$ cat src/rtl/timer_dev_pkg.sv
// rtl/timer_dev_pkg.sv - shared register map, CTRL fields, modes and FSM encodings for timer_dev
package timer_defs;

    localparam logic [1:0] OFF_CTRL   = 2'd0;
    localparam logic [1:0] OFF_PRESET = 2'd1;
    localparam logic [1:0] OFF_COUNT  = 2'd2;
    localparam logic [1:0] OFF_RSVD   = 2'd3;

    localparam int CTRL_EN      = 0;
    localparam int CTRL_MODE_LO = 1;
    localparam int CTRL_MODE_HI = 2;
    localparam int CTRL_IM      = 3;

    localparam logic [1:0] MODE_ONESHOT = 2'd0;
    localparam logic [1:0] MODE_RELOAD  = 2'd1;

    localparam logic [1:0] ST_IDLE = 2'd0;
    localparam logic [1:0] ST_LOAD = 2'd1;
    localparam logic [1:0] ST_CNT  = 2'd2;
    localparam logic [1:0] ST_INT  = 2'd3;

    typedef enum logic [1:0] {
        IDLE = ST_IDLE,
        LOAD = ST_LOAD,
        CNT  = ST_CNT,
        INT  = ST_INT
    } state_e;

    // Modes 2 and 3 behave as one-shot.
    function automatic logic [1:0] mode_eff(input logic [1:0] mode);
        return (mode == MODE_RELOAD) ? MODE_RELOAD : MODE_ONESHOT;
    endfunction

endpackage

$ cat src/rtl/timer_dev_prescaler.sv
// rtl/timer_dev_prescaler.sv - decrement tick generator, one tick every prescale+1 enabled cycles
module timer_prescaler (
    input  logic        clk,
    input  logic        reset,
    input  logic        clear,
    input  logic        enable,
    input  logic [15:0] prescale,
    output logic        tick
);

    logic [15:0] div_q, div_d;

    // >= rather than == so a PRESCALE lowered mid-count cannot strand the divider.
    assign tick = enable && (div_q >= prescale);

    always_comb begin
        div_d = div_q;
        if (clear) begin
            div_d = '0;
        end else if (enable) begin
            div_d = tick ? 16'd0 : div_q + 16'd1;
        end
    end

    always_ff @(posedge clk) begin
        if (reset) begin
            div_q <= '0;
        end else begin
            div_q <= div_d;
        end
    end

endmodule

$ cat src/rtl/timer_dev.sv
// rtl/timer_dev.sv - memory-mapped countdown timer with level irq; TIMER_PRESCALE_EN adds a PRESCALE register at offset 3
module timer_dev
    import timer_defs::*;
#(
    parameter logic [31:0] BASE_ADDR = 32'h0000_7F00,
    parameter int          COUNT_W   = 32
) (
    input  logic        clk,
    input  logic        reset,
    input  logic [31:0] addr,
    input  logic        we,
    input  logic [31:0] wdata,
    output logic [31:0] rdata,
    output logic        sel,
    output logic        irq
);

    logic [3:0]         ctrl_q, ctrl_d;
    logic [COUNT_W-1:0] preset_q, preset_d;
    logic [COUNT_W-1:0] count_q, count_d;
    state_e             state_q, state_d;
    logic               irq_pend_q, irq_pend_d;
    logic               irq_q, irq_d;

    logic [1:0]  offset;
    logic        wr_ctrl, wr_preset;
    logic        tick;
    logic [1:0]  mode;
    logic        unused_addr_bits;

    assign sel       = (addr[31:4] == BASE_ADDR[31:4]);
    assign offset    = addr[3:2];
    assign wr_ctrl   = sel && we && (offset == OFF_CTRL);
    assign wr_preset = sel && we && (offset == OFF_PRESET);
    assign mode      = mode_eff(ctrl_q[CTRL_MODE_HI:CTRL_MODE_LO]);
    assign unused_addr_bits = ^addr[1:0];
    assign irq       = irq_q;

`ifdef TIMER_PRESCALE_EN
    logic [15:0] prescale_q, prescale_d;
    logic        wr_prescale;

    assign wr_prescale = sel && we && (offset == OFF_RSVD);

    always_comb begin
        prescale_d = prescale_q;
        if (wr_prescale) begin
            prescale_d = wdata[15:0];
        end
    end

    always_ff @(posedge clk) begin
        if (reset) begin
            prescale_q <= '0;
        end else begin
            prescale_q <= prescale_d;
        end
    end

    timer_prescaler u_prescaler (
        .clk      (clk),
        .reset    (reset),
        .clear    (state_q == LOAD),
        .enable   (state_q == CNT),
        .prescale (prescale_q),
        .tick     (tick)
    );
`else
    assign tick = 1'b1;
`endif

    always_comb begin
        ctrl_d     = ctrl_q;
        preset_d   = preset_q;
        count_d    = count_q;
        state_d    = state_q;
        irq_pend_d = irq_pend_q;

        case (state_q)
            IDLE: begin
                if (ctrl_q[CTRL_EN]) begin
                    state_d = LOAD;
                end
            end
            LOAD: begin
                count_d = preset_q;
                state_d = CNT;
            end
            CNT: begin
                if (!ctrl_q[CTRL_EN]) begin
                    state_d = IDLE;
                end else if (tick) begin
                    if (count_q <= COUNT_W'(1)) begin
                        count_d = '0;
                        state_d = INT;
                    end else begin
                        count_d = count_q - COUNT_W'(1);
                    end
                end
            end
            INT: begin
                if (mode == MODE_RELOAD) begin
                    state_d = LOAD;
                end else begin
                    ctrl_d[CTRL_EN] = 1'b0;
                    state_d = IDLE;
                end
            end
            default: state_d = IDLE;
        endcase

        // Ordering encodes priority: a CTRL write beats the FSM's EN clear,
        // and an INT set beats both the reload auto-clear and the write clear.
        if (irq_pend_q && (mode == MODE_RELOAD)) begin
            irq_pend_d = 1'b0;
        end
        if (wr_ctrl) begin
            ctrl_d     = wdata[3:0];
            irq_pend_d = 1'b0;
        end
        if (state_q == INT) begin
            irq_pend_d = 1'b1;
        end
        if (wr_preset) begin
            preset_d = wdata[COUNT_W-1:0];
        end

        irq_d = irq_pend_d & ctrl_d[CTRL_IM];
    end

    always_ff @(posedge clk) begin
        if (reset) begin
            ctrl_q     <= '0;
            preset_q   <= '0;
            count_q    <= '0;
            state_q    <= IDLE;
            irq_pend_q <= 1'b0;
            irq_q      <= 1'b0;
        end else begin
            ctrl_q     <= ctrl_d;
            preset_q   <= preset_d;
            count_q    <= count_d;
            state_q    <= state_d;
            irq_pend_q <= irq_pend_d;
            irq_q      <= irq_d;
        end
    end

    logic [31:0] count_ext, preset_ext, rd_val;

    always_comb begin
        count_ext  = '0;
        preset_ext = '0;
        count_ext[COUNT_W-1:0]  = count_q;
        preset_ext[COUNT_W-1:0] = preset_q;
        rd_val = '0;
        case (offset)
            OFF_CTRL:   rd_val = {28'd0, ctrl_q};
            OFF_PRESET: rd_val = preset_ext;
            OFF_COUNT:  rd_val = count_ext;
`ifdef TIMER_PRESCALE_EN
            OFF_RSVD:   rd_val = {16'd0, prescale_q};
`else
            OFF_RSVD:   rd_val = {31'd0, 1'b0 & unused_addr_bits};
`endif
            default:    rd_val = '0;
        endcase
        rdata = sel ? rd_val : 32'd0;
    end

endmodule

$ cat config.mk
export PLATFORM = sky130hd
export DESIGN_NAME = timer_dev
export DESIGN_NICKNAME = d
export VERILOG_FILES = /design/src/rtl/timer_dev_pkg.sv /design/src/rtl/timer_dev_prescaler.sv /design/src/rtl/timer_dev.sv
export SDC_FILE = /design/constraint.sdc
export NUM_CORES = 1
export LEC_CHECK = 0
export BUFFER_PORTS_ARGS = -buffer_cell sky130_fd_sc_hd__buf_2
export CELL_PAD_IN_SITES_DETAIL_PLACEMENT = 0
export CELL_PAD_IN_SITES_GLOBAL_PLACEMENT = 1
export CORE_UTILIZATION = 36
export DETAILED_ROUTE_END_ITERATION = 10
export PLACE_DENSITY_LB_ADDON = 0.1
export SETUP_SLACK_MARGIN = 0.02
export SLEW_MARGIN = 10
export SYNTH_ARGS = -nofsm -noshare
export SYNTH_HDL_FRONTEND = slang
export SYNTH_SLANG_ARGS = --single-unit
$ cat constraint.sdc
create_clock -name clk -period 2.08 [get_ports clk]
set_input_delay 0.208 -clock clk [delete_from_list [all_inputs] [get_ports clk]]
set_output_delay 0.208 -clock clk [all_outputs]
set_load 0.02 [all_outputs]
# Word-level counts from Yosys, hierarchy flattened

Cells that the tools add are included.

Register bits after elaboration: 72
Bits of input ports: 67
Logic and storage cells: 52

Add/sub/neg operators: 1
Magnitude comparators: 1
Equality and inequality tests: 13
Multiplexer cells: 17
Bitwise logic cells: 1
Reduce and logical (&&, ||, !) cells: 11

Operator list:

| kind                  | count |
|---|---|
| $pmux 32 s4           | 1 |
| $mux 32               | 3 |
| $pmux 32 s2           | 1 |
| $le 32x1->1 const B   | 1 |
| $sub 32x1->32 const B | 1 |
| $eq 28x11->1 const B  | 1 |
| $eq 2x2->1 const B    | 4 |
| $pmux 2 s4            | 1 |
| $mux 1                | 7 |
| $eq 2x1->1 const B    | 3 |
| $mux 2                | 3 |
| $ne 2x2->1 const B    | 3 |
| $reduce_and 2->1      | 3 |
| $logic_and 1x1->1     | 4 |
| $logic_not 2->1       | 2 |
| $mux 4                | 1 |
| $reduce_bool 2->1     | 2 |
| $ne 3x3->1 const B    | 1 |
| $and 1x1->1           | 1 |
| $eq 1x1->1 const B    | 1 |

# Depth between registers and ports, before layout

Gate-level depths: netlist of the first run.

Depth in word-level cells: 8
Mapped depth: 8

# Worst setup path after synthesis of the first run

No wires, ideal clock.

Path type: register -> register
From: reg count_q[18], in the netlist count_ext[18]
To: reg count_q[27], in the netlist count_ext[27]
Arrival: 1.876 ns
Required time: 1.949 ns
Path slack: 0.074 ns
Stages on the path, launching flop included: 7
Buffers on the path: 1
Clock period less this slack: 2.006 ns
Cell sequence: dfxtp_1 or4_1 buf_2 or3_4 o31a_1 o211ai_2 a21oi_2

Word-level cells in the longest chain between the ends: 4
Elaborated cells between the ends (all ways): 5

RTL lines:

| element                                      | line                             | RTL |
|---|---|---|
| start: declaration                           | timer_dev.sv:20                  | `logic [COUNT_W-1:0] count_q, count_d;` |
| start signal: assignment                     | timer_dev.sv:142                 | `count_q <= count_d;` |
| $sub 32x1->32 or $le 32x1->1 (tied branches) | timer_dev.sv:97, timer_dev.sv:93 |  |
| $mux 32 (*)                                  | timer_dev.sv:93                  | `if (count_q <= COUNT_W'(1)) begin` |
| $mux 32 (*)                                  | timer_dev.sv:90                  | `if (!ctrl_q[CTRL_EN]) begin` |
| $pmux 32 s2 (*)                              | timer_dev.sv:79                  | `case (state_q)` |

Mark *: on every way between the ends. The rest lies on a longest branch, timed or not. The select of a mux whose other input is x is not followed.
A chain may end at the register's enable or synchronous reset.

# Final worst setup path of the first run

From: reg count_q[19], in the netlist count_ext[19]
To: reg count_q[29], in the netlist count_ext[29]

Same word-level chain as after synthesis.

==> metrics.md, run 1 <==
| Metric | Value |
|---|---|
| All-Layer GR Usage | `24.4%` |
| Die Area | `0.0125 sq mm` |
| Gr ovfl total | `0` |
| Mapped Area | `0.00432 sq mm` |
| Die width | `112 um` |
| CTS Buf Count | `9` |
| Final-layout fill cell count | `1152` |
| Async set-or-reset flop fraction in the synthesized netlist | `0%` |
| Syn_area_per_cell | `7.79 sq um` |
| Fmax | `0.499 GHz` |
| Post-synth EDFFs | `0` |
| Root buffer cell | `clkbuf_16` |
| Clock power share | `49.1%` |
| RSZ-0062 raised after global routing | `yes` |
| Worst-path fanout max | `5` |
| Routed Antenna Nets | `0` |
| Initial drt markers | `313` |
| Min-Delay Path Class | `input pin to flop` |
| Clock Latency Late Sink | `0.35 ns` |
| Largest net degree at the start of global routing | `65` |
| Core Rows | `39` |
| Crit Path Category | `flop to flop` |
| Final hold violation count | `0` |
| CP arrival | `2.25 ns` |
| Nets | `756` |
| Initial antenna violation count | `0` |
| Ys Warns | `0` |
| Non-Filler Instances | `835` |
| IO Pins | `101` |
| M1 wire length | `7090 um` |
| Vias | `4741` |
| Residual DRC | `7` |
| Via/cell ratio | `5.68` |
| Routed WL | `14600 um` |
| Worst setup EP type | `flop` |
| Worst-path clk slew | `0.06 ns` |
| Final Slew Violations | `0` |
| Period minus WS final | `2.00 ns` |
| Synth Flop Type | `dfxtp_1` |
| Share of cells above drive strength 1 | `31.8%` |
| DR top layer | `met4` |
| Combinational Power Share | `4.5%` |
| Synth area leaders | `dfxtp_1 (33%), mux2i_1 (9.3%), nor2_1 (8.2%), a22oi_1 (5.9%), a21oi_1 (3.7%)` |
| Cell area after layout | `0.00581 sq mm` |
| Setup crit start kind | `flop` |
| Worst clock skew | `0.00634 ns` |
| CP Data Required Time | `2.32 ns` |
| Placed Cells incl. Taps | `813` |
| Global-route wire length before repair | `24100 um` |
| Worst-margin pin slew | `0.574 ns` |
| Cell area after placement | `0.00538 sq mm` |
| CTS H-tree depth | `3` |
| Failing checks | `DRC` |
| Tot Pwr | `0.00298 W` |
| # port buffers | `98` |
| Sequential fraction of the synthesis area | `33.3%` |
| Core Footprint | `0.0116 sq mm` |
| Hold Startpoint | `wdata[25]` |
| Max cap viols | `0` |
| Status | `finished, violations left` |
| P per Cell Area | `512 mW/mm^2` |
| Synth top area share | `33.3%` |
| Final setup fails | `0` |
| # diodes | `0` |
| Commonest cells post-synth | `nor2_1 (95), dfxtp_1 (72), mux2i_1 (40)` |
| Vias in the first global route | `4579` |
| Most common cell in the netlist | `nor2_1` |
| Reg power frac | `46.3%` |
| Switching Fraction | `23.6%` |
| Multi-input logic area | `0.00275 sq mm` |
| Clock sink count | `72` |
| Wirelength per Cell | `17.4 um` |
| RD Place Congestion | `0.866` |
| Chip height | `112 um` |
| Fin crit share | `96.3%` |
| Max Buffers Root-to-Sink | `2` |
| Initial core utilization | `37.4%` |
| TritonCTS clock tree | `done` |
| Cells after synthesis | `555` |
| Worst r2r src | `count_ext[19]` |
| Area leader, netlist | `dfxtp_1` |
| P_int | `0.00227 W` |
| Metal2 WL | `6510 um` |
| Switching power | `0.000702 W` |
| Netlist cell types | `64` |
| Synth Net Count | `624` |
| Yosys reg bits | `72` |
| Leakage dissipation | `2.32 nW` |
| Hold Buf Count CTS | `0` |
| Slew Limit Headroom | `61.6%` |
| Area Growth Syn to Fin | `34.4%` |
| Worst Setup SP | `count_ext[19]` |
| Met3 Wirelength | `693 um` |
| Final HPWL DP | `10400 um` |
| Max VDD drop | `0.000456 V` |
| Total area of sequential cells | `0.00144 sq mm` |
| Pre-antenna DRT Iters | `8` |
registers in the layout, indices dropped and copies added (netlist names):
signal	count
state_q	2
irq	1
count_ext	32
irq_pend_q	1
ctrl_q	4
preset_ext	32
cell usage in the layout (no fill, tap or decap), drive strengths merged, types with 2 or more instances in the layout:
cell	netlist	routed
a211oi	5	5
a21o	2	2
a21oi	33	33
a221oi	2	2
a22oi	34	34
a31oi	20	20
a41oi	3	3
and2	5	5
and3	7	7
buf	12	170
clkbuf	37	11
clkinv	0	2
clkinvlp	0	3
dfxtp	72	72
ha	2	2
inv	12	12
mux2i	40	40
nand2	27	27
nand2b	4	4
nand3	28	28
nand3b	3	3
nand4	10	10
nor2	95	95
nor2b	5	5
nor3	8	8
nor3b	2	2
nor4	22	22
nor4b	2	2
o211ai	3	3
o21ai	17	17
o31ai	5	5
o32ai	3	3
o41ai	2	2
or2	3	3
or3	3	3
or4	7	7
power by group through the flow:
stage / Clock [W] / Combinational, W / Sequential [W]
floorplan: 0 / 0.0000477 / 0.00141
global placement: 0 / 0.000133 / 0.00141
detailed placement: 0 / 0.000136 / 0.00141
CTS: 0.00149 / 0.000136 / 0.00138
global route: 0.00155 / 0.000150 / 0.00138
finish: 0.00146 / 0.000135 / 0.00138
through the flow:
| step | utilization (%) | hold slack, ns | setup WS [ns] | TNS [ns] |
|---|---|---|---|---|
| after CTS | 49.0 | 0.0819 | 0.0186 | 0 |
| after global routing | 50.2 | 0.101 | -0.0128 | -0.0338 |
| after global placement | 46.5 | 0.442 | 0.0192 | 0 |
| after floorplan | - | 0.348 | 0.0736 | 0 |
| final | 50.2 | 0.0852 | 0.0763 | 0 |
| after detailed placement | 46.5 | 0.450 | -0.0196 | -0.0528 |
per-layer routing:
metal  track usage (%)  vias to the layer above
met1              34.2                     2269
met3              4.19                       22
met2              37.0                      120
met5                 0                        -
li1                  -                     2330
met4              9.73                        0
logic make-up (layout without fill, tap and decap cells):
logic type	after synthesis	in the layout	share of synthesized area (%)
AND/OR/NAND/NOR	236	236	28.4
AO/OA/AOI/OAI	142	142	22.2
flip-flops	72	72	33.3
buffers and inverters	61	198	5.76
multiplexers	41	41	9.52
adder cells (fa/ha/maj)	2	2	0.579
XOR/XNOR	1	1	0.203
worst max-delay path: stages (launching register included):
cell and delay (ns):
dfxtp_1 0.31, or4_4 0.57, or3_4 0.45, nor4_4 0.33
a21oi_1 0.10, o21bai_1 0.15
worst paths after layout:
check / end / slack [ns] / cells past startpoint
min: preset_ext[25] / 0.09 / 3
max: count_ext[29] / 0.08 / 5
max reg2reg: count_ext[29] / 0.08 / 5
min reg2reg: irq / 0.50 / 2
area by class of cell:
cell class / instances / share of cell area [%]
clock buffers: 11 / 4.18
clock inverters: 5 / 0.560
inverters: 12 / 0.775
multi-input cells: 422 / 47.4
flip-flops and latches: 72 / 24.8
well taps: 143 / 3.08
repair buffers: 170 / 19.2
what timing repair did:
item                                   4_1_cts  5_1_grt
endpoints found under the hold margin        0        0
setup endpoints to repair                    8       25
pin swaps                                    0       18
gates resized for setup                      2       23
setup buffers                                0        6
(Power assumes the default switching activity.)
==> run 2: changes to the inputs <==
- REMOVE_ABC_BUFFERS: not set -> 1
==> run 2 against run 1 <==
Effect of this change: the flow still finishes with violations (DRC); clock skew fell by 0.0019 ns; worst hold slack improved by 0.0084 ns; fmax shrank 0.99%; via count fell by 0.38%; total power is 2.4% lower; global-route usage is 0.96 points lower; clock power shrank 5%; critical path depth is 3 higher; die area unchanged; core utilization down 0.70 points; sequential share of layout area grew 0.35 points; critical path type unchanged; critical endpoint is now count_ext[24]; highest routed layer unchanged.
==> metrics.md, run 2 (synthesis gave the netlist of run 1 again) <==
| Metric | Value |
|---|---|
| Multi-input logic area | `0.00273 sq mm (was 0.00275 sq mm)` |
| Wirelength per Cell | `17.1 um (was 17.4 um)` |
| Largest net degree at the start of global routing | `65 (unchanged)` |
| Crit Path Category | `flop to flop (unchanged)` |
| Global-route wire length before repair | `23100 um (was 24100 um)` |
| # port buffers | `98 (unchanged)` |
| Max stage delay on crit path | `0.40 ns (was 0.57 ns)` |
| Area Growth Syn to Fin | `32.5% (was 34.4%)` |
| Worst-margin pin slew | `0.491 ns (was 0.574 ns)` |
| Routed Antenna Nets | `0 (unchanged)` |
| Gr ovfl total | `0 (unchanged)` |
| Worst-path fanout max | `6 (was 5)` |
| Fmax | `0.494 GHz (was 0.499 GHz)` |
| Routed WL | `14200 um (was 14600 um)` |
| Max VDD drop | `0.000362 V (was 0.000456 V)` |
| Pre-antenna DRT Iters | `8 (unchanged)` |
| Fin worst setup slack | `0.0562 ns (was 0.0763 ns)` |
| Min-Delay Path Class | `input pin to flop (unchanged)` |
| All-Layer GR Usage | `23.4% (was 24.4%)` |
| CP arrival | `2.30 ns (was 2.25 ns)` |
| Chip height | `112 um (unchanged)` |
| Slew Limit Headroom | `67.3% (was 61.6%)` |
| Total area of sequential cells | `0.00144 sq mm (unchanged)` |
| # diodes | `0 (unchanged)` |
| Leakage dissipation | `2.28 nW (was 2.32 nW)` |
| Residual DRC | `21 (was 7)` |
| CTS H-tree depth | `3 (unchanged)` |
| DP Worst Slack | `0.0285 ns (was -0.0196 ns)` |
| Most frequent cells in the layout | `buf_2 (98), nor2_1 (94), dfxtp_1 (71) (unchanged)` |
| Nets | `754 (was 756)` |
| CTS Buf Count | `9 (unchanged)` |
| Initial drt markers | `244 (was 313)` |
| Hold Worst Slack | `0.0937 ns (was 0.0852 ns)` |
| Initial core utilization | `37.4% (unchanged)` |
| Die width | `112 um (unchanged)` |
| Final setup fails | `0 (unchanged)` |
| Via/cell ratio | `5.68 (about the same)` |
| IO Pins | `101 (unchanged)` |
| Core Footprint | `0.0116 sq mm (unchanged)` |
| Status | `finished, violations left (unchanged)` |
| Vias | `4723 (was 4741)` |
| Setup crit start kind | `flop (unchanged)` |
| Fin crit share | `97.3% (was 96.3%)` |
| TritonCTS clock tree | `done (unchanged)` |
| Vias in the first global route | `4472 (was 4579)` |
| Critical-path top delay cell | `or3b_4 (was or4_4)` |
| Clock Latency Late Sink | `0.35 ns (about the same)` |
| Worst-path clk slew | `0.05 ns (was 0.06 ns)` |
| Final hold violation count | `0 (unchanged)` |
| Final Slew Violations | `0 (unchanged)` |
| Hold Buf Count CTS | `0 (unchanged)` |
| Clock sink count | `72 (unchanged)` |
| Worst clock skew | `0.00444 ns (was 0.00634 ns)` |
| Tot Pwr | `0.00291 W (was 0.00298 W)` |
| Initial antenna violation count | `0 (unchanged)` |
| Period minus WS final | `2.02 ns (was 2.00 ns)` |
| Core Rows | `39 (unchanged)` |
| Critical-path cell list | `inv_2 -> ha_4 -> or3b_4 -> nor4_4 -> buf_6 -> and3_1 -> a41oi_1 -> a21oi_1 (was or4_4 -> or3_4 -> nor4_4 -> a21oi_1 -> o21bai_1)` |
| Share of cells above drive strength 1 | `31.0% (was 31.8%)` |
| Die Area | `0.0125 sq mm (unchanged)` |
| RSZ-0062 raised after global routing | `yes (unchanged)` |
| Max Buffers Root-to-Sink | `2 (unchanged)` |
| P per Cell Area | `507 mW/mm^2 (was 512 mW/mm^2)` |
| Most common cell after layout, fill and taps aside | `buf_2 (unchanged)` |
| Cell area after layout | `0.00573 sq mm (was 0.00581 sq mm)` |
| Worst setup EP type | `flop (unchanged)` |
| Placed Cells incl. Taps | `811 (was 813)` |
| Non-Filler Instances | `831 (was 835)` |
| CP Data Required Time | `2.36 ns (was 2.32 ns)` |
| Failing checks | `DRC (unchanged)` |
| Root buffer cell | `clkbuf_16 (unchanged)` |
| Final-layout fill cell count | `1156 (was 1152)` |
| Cell area after placement | `0.00534 sq mm (was 0.00538 sq mm)` |
| Final HPWL DP | `10000 um (was 10400 um)` |
| Max cap viols | `0 (unchanged)` |
| RD Place Congestion | `0.879 (was 0.866)` |
[run 2: path summary, 6_finish.rpt]
kind	start	end	slack, ns	depth (start not counted)
worst max register to register	count_ext[0]	count_ext[24]	0.06	8
worst max-delay path	count_ext[0]	count_ext[24]	0.06	8
worst min-delay path	wdata[4]	preset_ext[4]	0.09	3
worst min register to register	preset_ext[9]	count_ext[9]	0.50	2
[run 2: per-stage QoR]
stage	utilization [%]	TNS [ns]
floorplan	-	-77.21
global placement	46.1	0
detailed placement	46.1	0
CTS	48.4	0
global route	49.5	-0.191
finish	49.5	0
[run 2: routing by layer]
| layer | global-route usage, % | wire length [um] | share of wire, % | vias up |
|---|---|---|---|---|
| li1 | - | - | - | 2322 |
| met1 | 32.1 | 6830 | 48 | 2219 |
| met2 | 36.5 | 6240 | 44 | 158 |
| met3 | 3.97 | 819 | 5.8 | 24 |
| met4 | 9.73 | 285 | 2.0 | 0 |
| met5 | 0 | 0 | 0 | - |
[run 2: final cells by class]
cell class	instances	share of cell area, %
clock buffer	13	4.37
clock inverter	1	0.0874
inverter	12	0.786
multi-input combinational	422	47.6
sequential	72	25.2
tap	143	3.12
timing repair buffer	168	18.9
[run 2: critical path: cells and delay by family, from the launching register on]
kind,cells,cell delay (ns)
and+or+nand+nor,3,0.95
DFF,1,0.31
buffers and inverters,2,0.27
AOI/OAI and AO/OA,2,0.26
adders and majority gates,1,0.15
[run 2: power breakdown]
part           internal, W  leakage, nW       switching, W
combinational    0.0000615         1.58          0.0000751
clock             0.000824        0.126           0.000565
sequential         0.00138        0.580  0.000000000000483
total              0.00227         2.28           0.000640
[run 2: what timing repair did]
action	in CTS	in global routing
setup buffers	0	5
resized for setup	0	27
endpoints found under the setup margin	0	54
